## src/rtl/alu_pkg.sv

```systemverilog
// Shared ALU issue definitions: ALUOp encodings and the 4-bit ALU operation codes.
package alu_pkg;

  typedef enum logic [1:0] {
    ALUOP_ADD = 2'b00,  // loads/stores: address add
    ALUOP_BR  = 2'b01,  // branch compare
    ALUOP_R   = 2'b10,  // register-register ALU
    ALUOP_I   = 2'b11   // register-immediate ALU
  } aluop_t;

  localparam int OP_W = 4;

  localparam logic [OP_W-1:0] OP_AND = 4'b0000;
  localparam logic [OP_W-1:0] OP_OR  = 4'b0001;
  localparam logic [OP_W-1:0] OP_ADD = 4'b0010;
  localparam logic [OP_W-1:0] OP_SUB = 4'b0011;
  localparam logic [OP_W-1:0] OP_SLL = 4'b0100;
  localparam logic [OP_W-1:0] OP_SRL = 4'b0101;
  localparam logic [OP_W-1:0] OP_SRA = 4'b0111;
  localparam logic [OP_W-1:0] OP_BEQ = 4'b1000;
  localparam logic [OP_W-1:0] OP_XOR = 4'b1001;
  localparam logic [OP_W-1:0] OP_BNE = 4'b1010;
  localparam logic [OP_W-1:0] OP_SLT = 4'b1100;
  localparam logic [OP_W-1:0] OP_BGE = 4'b1101;
  localparam logic [OP_W-1:0] OP_BLT = 4'b1110;

  localparam logic [6:0] F7_BASE = 7'b0000000;
  localparam logic [6:0] F7_ALT  = 7'b0100000;

endpackage

```

## src/rtl/alu_op_decode.sv

```systemverilog
// Combinational ALUOp/funct3/funct7 -> ALU operation code decode.
// Unsupported encodings produce OP_AND (0000) with illegal raised.
module alu_op_decode
  import alu_pkg::*;
(
  input  logic [1:0]      alu_op,
  input  logic [2:0]      funct3,
  input  logic [6:0]      funct7,
  output logic [OP_W-1:0] op,
  output logic            illegal
);

  aluop_t aop;
  logic   is_i;

  assign aop  = aluop_t'(alu_op);
  assign is_i = (aop == ALUOP_I);

  // Decode the instruction class and function fields into one ALU code.
  always_comb begin
    op      = OP_AND;
    illegal = 1'b0;
    case (aop)
      ALUOP_ADD: op = OP_ADD;
      ALUOP_BR: begin
        case (funct3)
          3'b000:  op = OP_BEQ;
          3'b001:  op = OP_BNE;
          3'b100:  op = OP_BLT;
          3'b101:  op = OP_BGE;
          default: illegal = 1'b1;
        endcase
      end
      default: begin
        case (funct3)
          // Immediate adds have no subtract form, so funct7 only matters for R-type.
          3'b000: op = (!is_i && funct7[5]) ? OP_SUB : OP_ADD;
          3'b001: begin
            if (is_i && funct7 != F7_BASE) illegal = 1'b1;
            else                           op = OP_SLL;
          end
          3'b010: op = OP_SLT;
          3'b011: illegal = 1'b1;  // sltu has no ALU code
          3'b100: op = OP_XOR;
          3'b101: begin
            if (is_i && funct7 != F7_BASE && funct7 != F7_ALT) illegal = 1'b1;
            else op = funct7[5] ? OP_SRA : OP_SRL;
          end
          3'b110: op = OP_OR;
          default: op = OP_AND;
        endcase
      end
    endcase
  end

endmodule

```

## src/rtl/alu_issue_stage.sv

```systemverilog
// ID->EX issue stage: decodes the ALU operation, selects operands and holds
// them in a one-entry valid/ready register feeding the ALU directly.
// Optional macro ALU_ISSUE_FWD_EN enables EX/MEM -> operand forwarding.
module alu_issue_stage
  import alu_pkg::*;
#(
  parameter int DATA_WIDTH    = 32,
  parameter int OPCODE_LENGTH = 4,
  parameter int REG_ADDR_W    = 5
) (
  input  logic                     clk,
  input  logic                     reset,
  input  logic                     in_valid,
  output logic                     in_ready,
  input  logic [1:0]               alu_op,
  input  logic [2:0]               funct3,
  input  logic [6:0]               funct7,
  input  logic                     alu_src,
  input  logic [REG_ADDR_W-1:0]    rs1_addr,
  input  logic [REG_ADDR_W-1:0]    rs2_addr,
  input  logic [DATA_WIDTH-1:0]    rs1_data,
  input  logic [DATA_WIDTH-1:0]    rs2_data,
  input  logic [DATA_WIDTH-1:0]    imm,
  input  logic [REG_ADDR_W-1:0]    rd_in,
  input  logic                     flush,
  input  logic                     fwd_valid,
  input  logic [REG_ADDR_W-1:0]    fwd_rd,
  input  logic [DATA_WIDTH-1:0]    fwd_data,
  output logic                     out_valid,
  input  logic                     out_ready,
  output logic [DATA_WIDTH-1:0]    SrcA,
  output logic [DATA_WIDTH-1:0]    SrcB,
  output logic [OPCODE_LENGTH-1:0] Operation,
  output logic [REG_ADDR_W-1:0]    rd_out,
  output logic                     illegal
);

  logic [OP_W-1:0]          dec_op;
  logic                     dec_ill;
  logic [DATA_WIDTH-1:0]    src_a, src_b;
  logic                     load;

  logic                     out_valid_q, out_valid_d;
  logic [DATA_WIDTH-1:0]    src_a_q, src_a_d;
  logic [DATA_WIDTH-1:0]    src_b_q, src_b_d;
  logic [OPCODE_LENGTH-1:0] op_q, op_d;
  logic [REG_ADDR_W-1:0]    rd_q, rd_d;
  logic                     ill_q, ill_d;

  alu_op_decode u_dec (
    .alu_op  (alu_op),
    .funct3  (funct3),
    .funct7  (funct7),
    .op      (dec_op),
    .illegal (dec_ill)
  );

`ifdef ALU_ISSUE_FWD_EN
  logic [DATA_WIDTH-1:0] rs2_fwd;

  // Substitute the in-flight EX/MEM result for a matching source; x0 never forwards.
  always_comb begin
    src_a   = rs1_data;
    rs2_fwd = rs2_data;
    if (fwd_valid && fwd_rd != '0 && fwd_rd == rs1_addr) src_a   = fwd_data;
    if (fwd_valid && fwd_rd != '0 && fwd_rd == rs2_addr) rs2_fwd = fwd_data;
    src_b = alu_src ? imm : rs2_fwd;
  end
`else
  logic unused_fwd;
  assign unused_fwd = ^{fwd_valid, fwd_rd, fwd_data, rs1_addr, rs2_addr};

  // Operands come straight from the register file read ports or the immediate.
  always_comb begin
    src_a = rs1_data;
    src_b = alu_src ? imm : rs2_data;
  end
`endif

  assign in_ready = !out_valid_q || out_ready;
  assign load     = in_valid && in_ready && !flush;

  // Next-state for the holding register: flush kills, load replaces, consume drains.
  always_comb begin
    out_valid_d = out_valid_q;
    src_a_d     = src_a_q;
    src_b_d     = src_b_q;
    op_d        = op_q;
    rd_d        = rd_q;
    ill_d       = ill_q;
    if (flush) begin
      out_valid_d = 1'b0;
    end else if (load) begin
      out_valid_d = 1'b1;
      src_a_d     = src_a;
      src_b_d     = src_b;
      op_d        = OPCODE_LENGTH'(dec_op);
      rd_d        = rd_in;
      ill_d       = dec_ill;
    end else if (out_ready) begin
      out_valid_d = 1'b0;
    end
  end

  // Stage register with synchronous reset clearing payload as well as valid.
  always_ff @(posedge clk) begin
    if (reset) begin
      out_valid_q <= 1'b0;
      src_a_q     <= '0;
      src_b_q     <= '0;
      op_q        <= '0;
      rd_q        <= '0;
      ill_q       <= 1'b0;
    end else begin
      out_valid_q <= out_valid_d;
      src_a_q     <= src_a_d;
      src_b_q     <= src_b_d;
      op_q        <= op_d;
      rd_q        <= rd_d;
      ill_q       <= ill_d;
    end
  end

  assign out_valid = out_valid_q;
  assign SrcA      = src_a_q;
  assign SrcB      = src_b_q;
  assign Operation = op_q;
  assign rd_out    = rd_q;
  assign illegal   = ill_q;

endmodule
```

## config.mk

```make
export PLATFORM = sky130hd
export DESIGN_NAME = alu_issue_stage
export DESIGN_NICKNAME = d
export VERILOG_FILES = /design/src/rtl/alu_pkg.sv /design/src/rtl/alu_op_decode.sv /design/src/rtl/alu_issue_stage.sv
export SDC_FILE = /design/constraint.sdc
export NUM_CORES = 1
export LEC_CHECK = 0
export CAP_MARGIN = 25
export CORE_MARGIN = 2
export CORE_UTILIZATION = 30
export CTS_CLUSTER_DIAMETER = 50
export DETAILED_ROUTE_END_ITERATION = 8
export PLACE_DENSITY = 0.8
export SLEW_MARGIN = 15
export SYNTH_ARGS = -nofsm -noshare
export SYNTH_HDL_FRONTEND = slang
export SYNTH_SLANG_ARGS = --single-unit
```

## constraint.sdc

```tcl
create_clock -name clk -period 1.3 [get_ports clk]
set_input_delay 0.26 -clock clk [delete_from_list [all_inputs] [get_ports clk]]
set_output_delay 0.26 -clock clk [all_outputs]
set_load 0.005 [all_outputs]
```

Word-level counts from Yosys, hierarchy flattened
Index checks and enable logic that the tools add are counted.
{"block": "totals", "input_bits": 167, "reg_bits": 75, "out_inout_bits": 76, "elab_cells": 47}
{"block": "classes", "reduce_logical": 16, "muxes": 15, "bitwise_logic": 1, "eq_ne": 9}
{"op": "$mux 32", "count": 1}
{"op": "$pmux 4 s6", "count": 1}
{"op": "$pmux 4 s4", "count": 1}
{"op": "$eq 3x3->1 const B", "count": 3}
{"op": "$pmux 4 s2", "count": 1}
{"op": "$ne 7x6->1 const B", "count": 1}
{"op": "$reduce_bool 7->1", "count": 1}
{"op": "$eq 3x2->1 const B", "count": 2}
{"op": "$mux 1", "count": 6}
{"op": "$logic_and 1x1->1", "count": 5}
{"op": "$mux 4", "count": 1}
{"op": "$reduce_or 4->1", "count": 1}
{"op": "$eq 3x1->1 const B", "count": 1}
{"op": "$logic_not 1->1", "count": 3}
{"op": "$logic_not 3->1", "count": 1}
{"op": "$mux 3", "count": 1}
{"op": "$pmux 1 s3", "count": 1}
{"op": "$eq 2x1->1 const B", "count": 1}
{"op": "$eq 2x2->1 const B", "count": 1}
{"op": "$logic_not 2->1", "count": 1}
{"op": "$mux 2", "count": 1}
{"op": "$pmux 1 s2", "count": 1}
{"op": "$reduce_and 2->1", "count": 1}
{"op": "$reduce_bool 2->1", "count": 1}
{"op": "other kinds (3)", "count": 3}

Longest topological paths before layout
{"block": "logic_depth", "word_depth": 6, "ltp_mapped": 7, "ltp_nobuf": 5}

By module
Synthesis repeated with hierarchy kept, for this count alone.
{"block": "hier_totals", "hier_cells": 381, "area_unflattened_um2": 3427.0}
{"module": "alu_issue_stage", "area_each_um2": 3174.3, "n_inst": 1, "seq_area_each_um2": 1501.4, "cells_per_inst": 344}
{"module": "alu_op_decode", "area_each_um2": 252.7, "n_inst": 1, "seq_area_each_um2": 0.0, "cells_per_inst": 37}

Worst setup path after synthesis
OpenSTA, ideal clock, no wires.
{"block": "synth_path", "path_kind": "input-to-reg", "from": "input funct7[4]", "to": "register op_q[1] (netlist: Operation[1])", "required_time_ns": 1.212, "n_path_buf": 0, "path_slack_ns": -0.094, "cell_stages": 4, "t_arrival_ns": 1.306, "setup_ns": 0.088, "cell_sequence": "or4_4 > nor3_2 > o211ai_1 > a311oi_2"}
{"block": "synth_between", "elab_chain_cells": 6, "word_cells_on_any_way": 7, "cone_classes": "eq/ne (1); mux (3); reduce/logical (3)"}
{"item": "from (decl)", "line": "alu_issue_stage.sv:17", "source": "input logic [6:0] funct7,"}
{"item": "$reduce_bool 7->1", "line": "alu_op_decode.sv:46", "source": "if (is_i && funct7 != F7_BASE && funct7 != F7_ALT) illegal = 1'b1;"}
{"item": "$logic_and 1x1->1", "line": "alu_op_decode.sv:46"}
{"item": "$logic_and 1x1->1 *", "line": "alu_op_decode.sv:46"}
{"item": "$mux 4 *", "line": "alu_op_decode.sv:46"}
{"item": "$pmux 4 s6 *", "line": "alu_op_decode.sv:35", "source": "case (funct3)"}
{"item": "$pmux 4 s2 *", "line": "alu_op_decode.sv:23", "source": "case (aop)"}
{"item": "to (signal assigned)", "line": "alu_issue_stage.sv:118", "source": "op_q <= op_d;"}
{"item": "to (decl)", "line": "alu_issue_stage.sv:46", "source": "logic [OPCODE_LENGTH-1:0] op_q, op_d;"}
Every way passes the cells marked *; elsewhere a longest branch is shown, timed or not.
A chain may end at the register's enable or synchronous reset.

Worst setup path after layout
{"block": "layout_path", "from": "register out_valid_q (netlist: out_valid)", "to": "register src_b_q[30] (netlist: SrcB[30])"}
{"block": "layout_between", "elab_chain_cells": 5}
{"item": "from (decl)", "line": "alu_issue_stage.sv:43", "source": "logic out_valid_q, out_valid_d;"}
{"item": "from (signal assigned)", "line": "alu_issue_stage.sv:115", "source": "out_valid_q <= out_valid_d;"}
{"item": "$logic_not 1->1", "line": "alu_issue_stage.sv:80", "source": "assign in_ready = !out_valid_q || out_ready;"}
{"item": "$logic_or 1x1->1", "line": "alu_issue_stage.sv:80"}
{"item": "$logic_and 1x1->1 (2 in a row)", "line": "alu_issue_stage.sv:81", "source": "assign load = in_valid && in_ready && !flush;"}
{"item": "$reduce_and 2->1 (no line)"}
{"item": "to (signal assigned)", "line": "alu_issue_stage.sv:117", "source": "src_b_q <= src_b_d;"}
{"item": "to (decl)", "line": "alu_issue_stage.sv:45", "source": "logic [DATA_WIDTH-1:0] src_b_q, src_b_d;"}
No other way between the ends.

==> metrics.md <==
| Metric | Value |
|---|---|
| Worst Setup End Kind | flip-flop |
| DP Worst Slack | -606.7 ps |
| First-pass DRT Iterations | 4 |
| Fin. max-slew vios | 0 |
| GRT Resource Usage Total | 19.19% |
| Pwr Density | 921.7 mW/mm^2 |
| Largest net degree at the start of global routing | 37 |
| First-pass GRT wire length | 17240 um |
| LEAKAGE | 0.002716 uW |
| Area of the multi-input gates | 0.001908 sq mm |
| Unique masters post-synth | 36 |
| Synthesized cell area | 0.003102 sq mm |
| Simple-Gate Fraction of Synth Area | 18.07% |
| Detailed Route Iter0 Violations | 144 |
| Commonest cells in the synthesized netlist | 76 x nand2_1, 75 x dfxtp_1, 39 x nor2_1, 38 x a21oi_1, 34 x a211oi_1 |
| Share of layout cells above drive strength 1 | 33.10% |
| Complex-gate fraction of the synthesized area | 18.39% |
| EDFF count, synth | 0 |
| Horiz. Die Dim | 105.7 um |
| Violated checks | negative setup slack |
| CP arrival | 1650 ps |
| Worst slew margin | 72.44% |
| Area leader, netlist | dfxtp_1 |
| CP cell instances | nor2b_4 > nor3b_4 > buf_6 > clkbuf_16 > nor2_1 > a211oi_1 |
| Gpl congestion | 0.7455 |
| Port Buffers | 194 |
| Largest family of logic cells by synthesized area | compound AO/OA/AOI/OAI gates |
| Unrepaired setup endpoints after global routing | true |
| Clock Path Buffers | 2 |
| Worst Hold Class | input pin to flip-flop |
| Share of the synthesized area in the top cell type | 48.41% |
| Mapped Nets | 525 |
| Period Utilization, post-route | 108.0% |
| Highest Clock Rate | 712.3 MHz |
| Crit path largest cell delay | 320 ps |
| Asr flop ratio synth | 0% |
| Vias in the first global route | 3644 |
| Critical path buffer and inverter count | 2 |
| Initial antenna violation count | 0 |
| Tmin final | 1404 ps |
| Synth warn | 0 |
| Final hold violations | 0 |
| Post-synth top flop | dfxtp_1 |
| Setup violators final | 66 |
| Num CTS Buffers | 9 |
| Die H | 105.7 um |
| Sequential area share after synthesis | 48.41% |
| Crit path max fanout | 9 |
| Initial Util | 30.45% |
| Crit path kind | flip-flop to flip-flop |
| CTS tree | done |
| Synth-to-Final Area Change | 102.8% |
| DR WL/cell | 15.43 um |
| Total gr overflow | 0 |
| Layout Nets | 745 |
| Layout fillers | 836 |
| Final worst slack | -104.0 ps |
| Antenna Diode Count | 0 |
| Hold Buf Count CTS | 0 |
| Routed Antenna Nets | 0 |
| Synth Instances | 358 |
| I/O pins | 243 |
| Root Buffer | clkbuf_8 |
| DR vias | 3470 |
| Max rail drop VDD | 0.5064 mV |
| Core region area | 0.01018 sq mm |
| XOR/XNOR Fraction of Synth Area | 0.2824% |
| CP max-delay cell | dfxtp_2 |
| Setup Skew | 6.805 ps |
| Proportion of synthesized area in mux cells | 10.33% |
| Top-count cell post-synth | nand2_1 |
| Synthesized-area fraction occupied by adder cells | 0% |
| Htree depth | 3 |
| Final WL | 11100 um |
| CTS clk-pin slew, worst paths | 80 ps |
| Setup_tns | -2515 ps |
| FF+latch area | 0.001529 sq mm |
| Worst skew pair latency | 330 ps |
| Crit path required time | 1550 ps |
| Die area | 0.01117 sq mm |
| Via/cell ratio | 4.826 |
| Top cells by area, synth | dfxtp_1 48%, mux2i_1 10%, nand2_1 9.2%, a211oi_1 8.2%, a21oi_1 6.1% |
| Least-Margin Pin Slew | 413.4 ps |
| Max Cap Violations | 0 |
| CP delay by family, top | simple AND/OR/NAND/NOR gates |
| CP startpoint kind | flip-flop |
| #FFs+latches synth | 75 |
| Syn avg cell area | 8.664 sq um |
| Status | finished, violations left |
| Clock sink total | 75 |
| DRC viols | 0 |
| HPWL Detailed | 7280 um |
| Site Rows | 37 |
[cell families (layout without fill, tap and decap cells)]
logic type,count (synthesis),after routing
muxes,32,32
DFF,75,75
and+or+nand+nor,132,132
xor gates and xnor gates,1,1
buffers and inverters,32,257
AOI/OAI and AO/OA,86,86
[repair_timing]
| item | CTS | global route |
|---|---|---|
| setup buffers | 13 | 2 |
| resized for setup | 206 | 70 |
| pin swaps | 62 | 33 |
| gates cloned | 6 | 1 |
| endpoints found under the setup margin | 149 | 77 |
[worst reg2reg max path, delay by kind of cell, from the launching register on]
kind / cells / cell delay, ps
AOI/OAI and AO/OA: 1 / 190
buffers and inverters: 2 / 400
and+or+nand+nor: 3 / 410
DFF: 1 / 320
[where the power goes]
group	internal [uW]	leakage [uW]	switching [uW]
logic	819	0.00198	567
registers	2440	0.000625	83.7
clock network	1040	0.000108	851
total	4300	0.00272	1500
[placed cells by master (no fill, tap or decap), drive strengths merged, types with 2 or more instances in the layout]
cell / instances
a311oi: 3
buf: 47
nor2: 39
clkdlybuf4s50: 105
nor2b: 2
o21ai: 4
mux2i: 32
clkdlybuf4s15: 2
a211oi: 35
nand2: 76
nor3: 2
clkinv: 2
inv: 2
a21oi: 38
dlygate4sd2: 83
nand2b: 2
dfxtp: 75
clkbuf: 14
[registers in the layout (all words and copies together), names as in the netlist]
register	cells
Operation	4
SrcA	32
SrcB	32
illegal	1
rd_out	5
out_valid	1
[path summary, 6_finish.rpt]
kind / start / slack [ps] / cells after the start / to
setup / recovery: out_valid$_SDFFE_PP0P_ / -100 / 6 / SrcB[30]$_SDFFE_PP0P_
hold / removal: reset / 260 / 2 / Operation[2]$_SDFFE_PP0P_
setup reg to reg: out_valid$_SDFFE_PP0P_ / -100 / 6 / SrcB[30]$_SDFFE_PP0P_
hold reg to reg: SrcA[0]$_SDFFE_PP0P_ / 450 / 2 / SrcA[0]$_SDFFE_PP0P_
[final cells by class]
cell class                 instances  area share [%]
clock buffer                      12           2.626
clock inverter                     4          0.7559
inverter                           2          0.1194
multi-input combinational        251           30.34
sequential                        75           24.31
tap                              136           2.705
timing repair buffer             239           39.15
[stage by stage]
stage	util, %	cell area (sq um)	std cells	hold WS, ps	power [uW]
2_1_floorplan	-	3108	358	339.3	2943
3_3_place_gp	52.42	5339	683	442.0	3705
3_5_place_dp	52.42	5339	683	446.7	3734
4_1_cts	59.56	6066	718	235.4	5776
5_1_grt	61.76	6290	719	242.6	6070
6_report	61.76	6290	719	259.5	5797
[routing by layer]
metal	global-route usage, %	share of wire, %	vias to the layer above	wire length [um]
met5	0	0	-	0
met3	7.174	9.0	16	1001
met1	20.11	38	1617	4263
li1	-	-	1683	-
met2	35.16	51	154	5674
met4	6.391	1.4	0	157
Power figures use the tool's default switching activity.
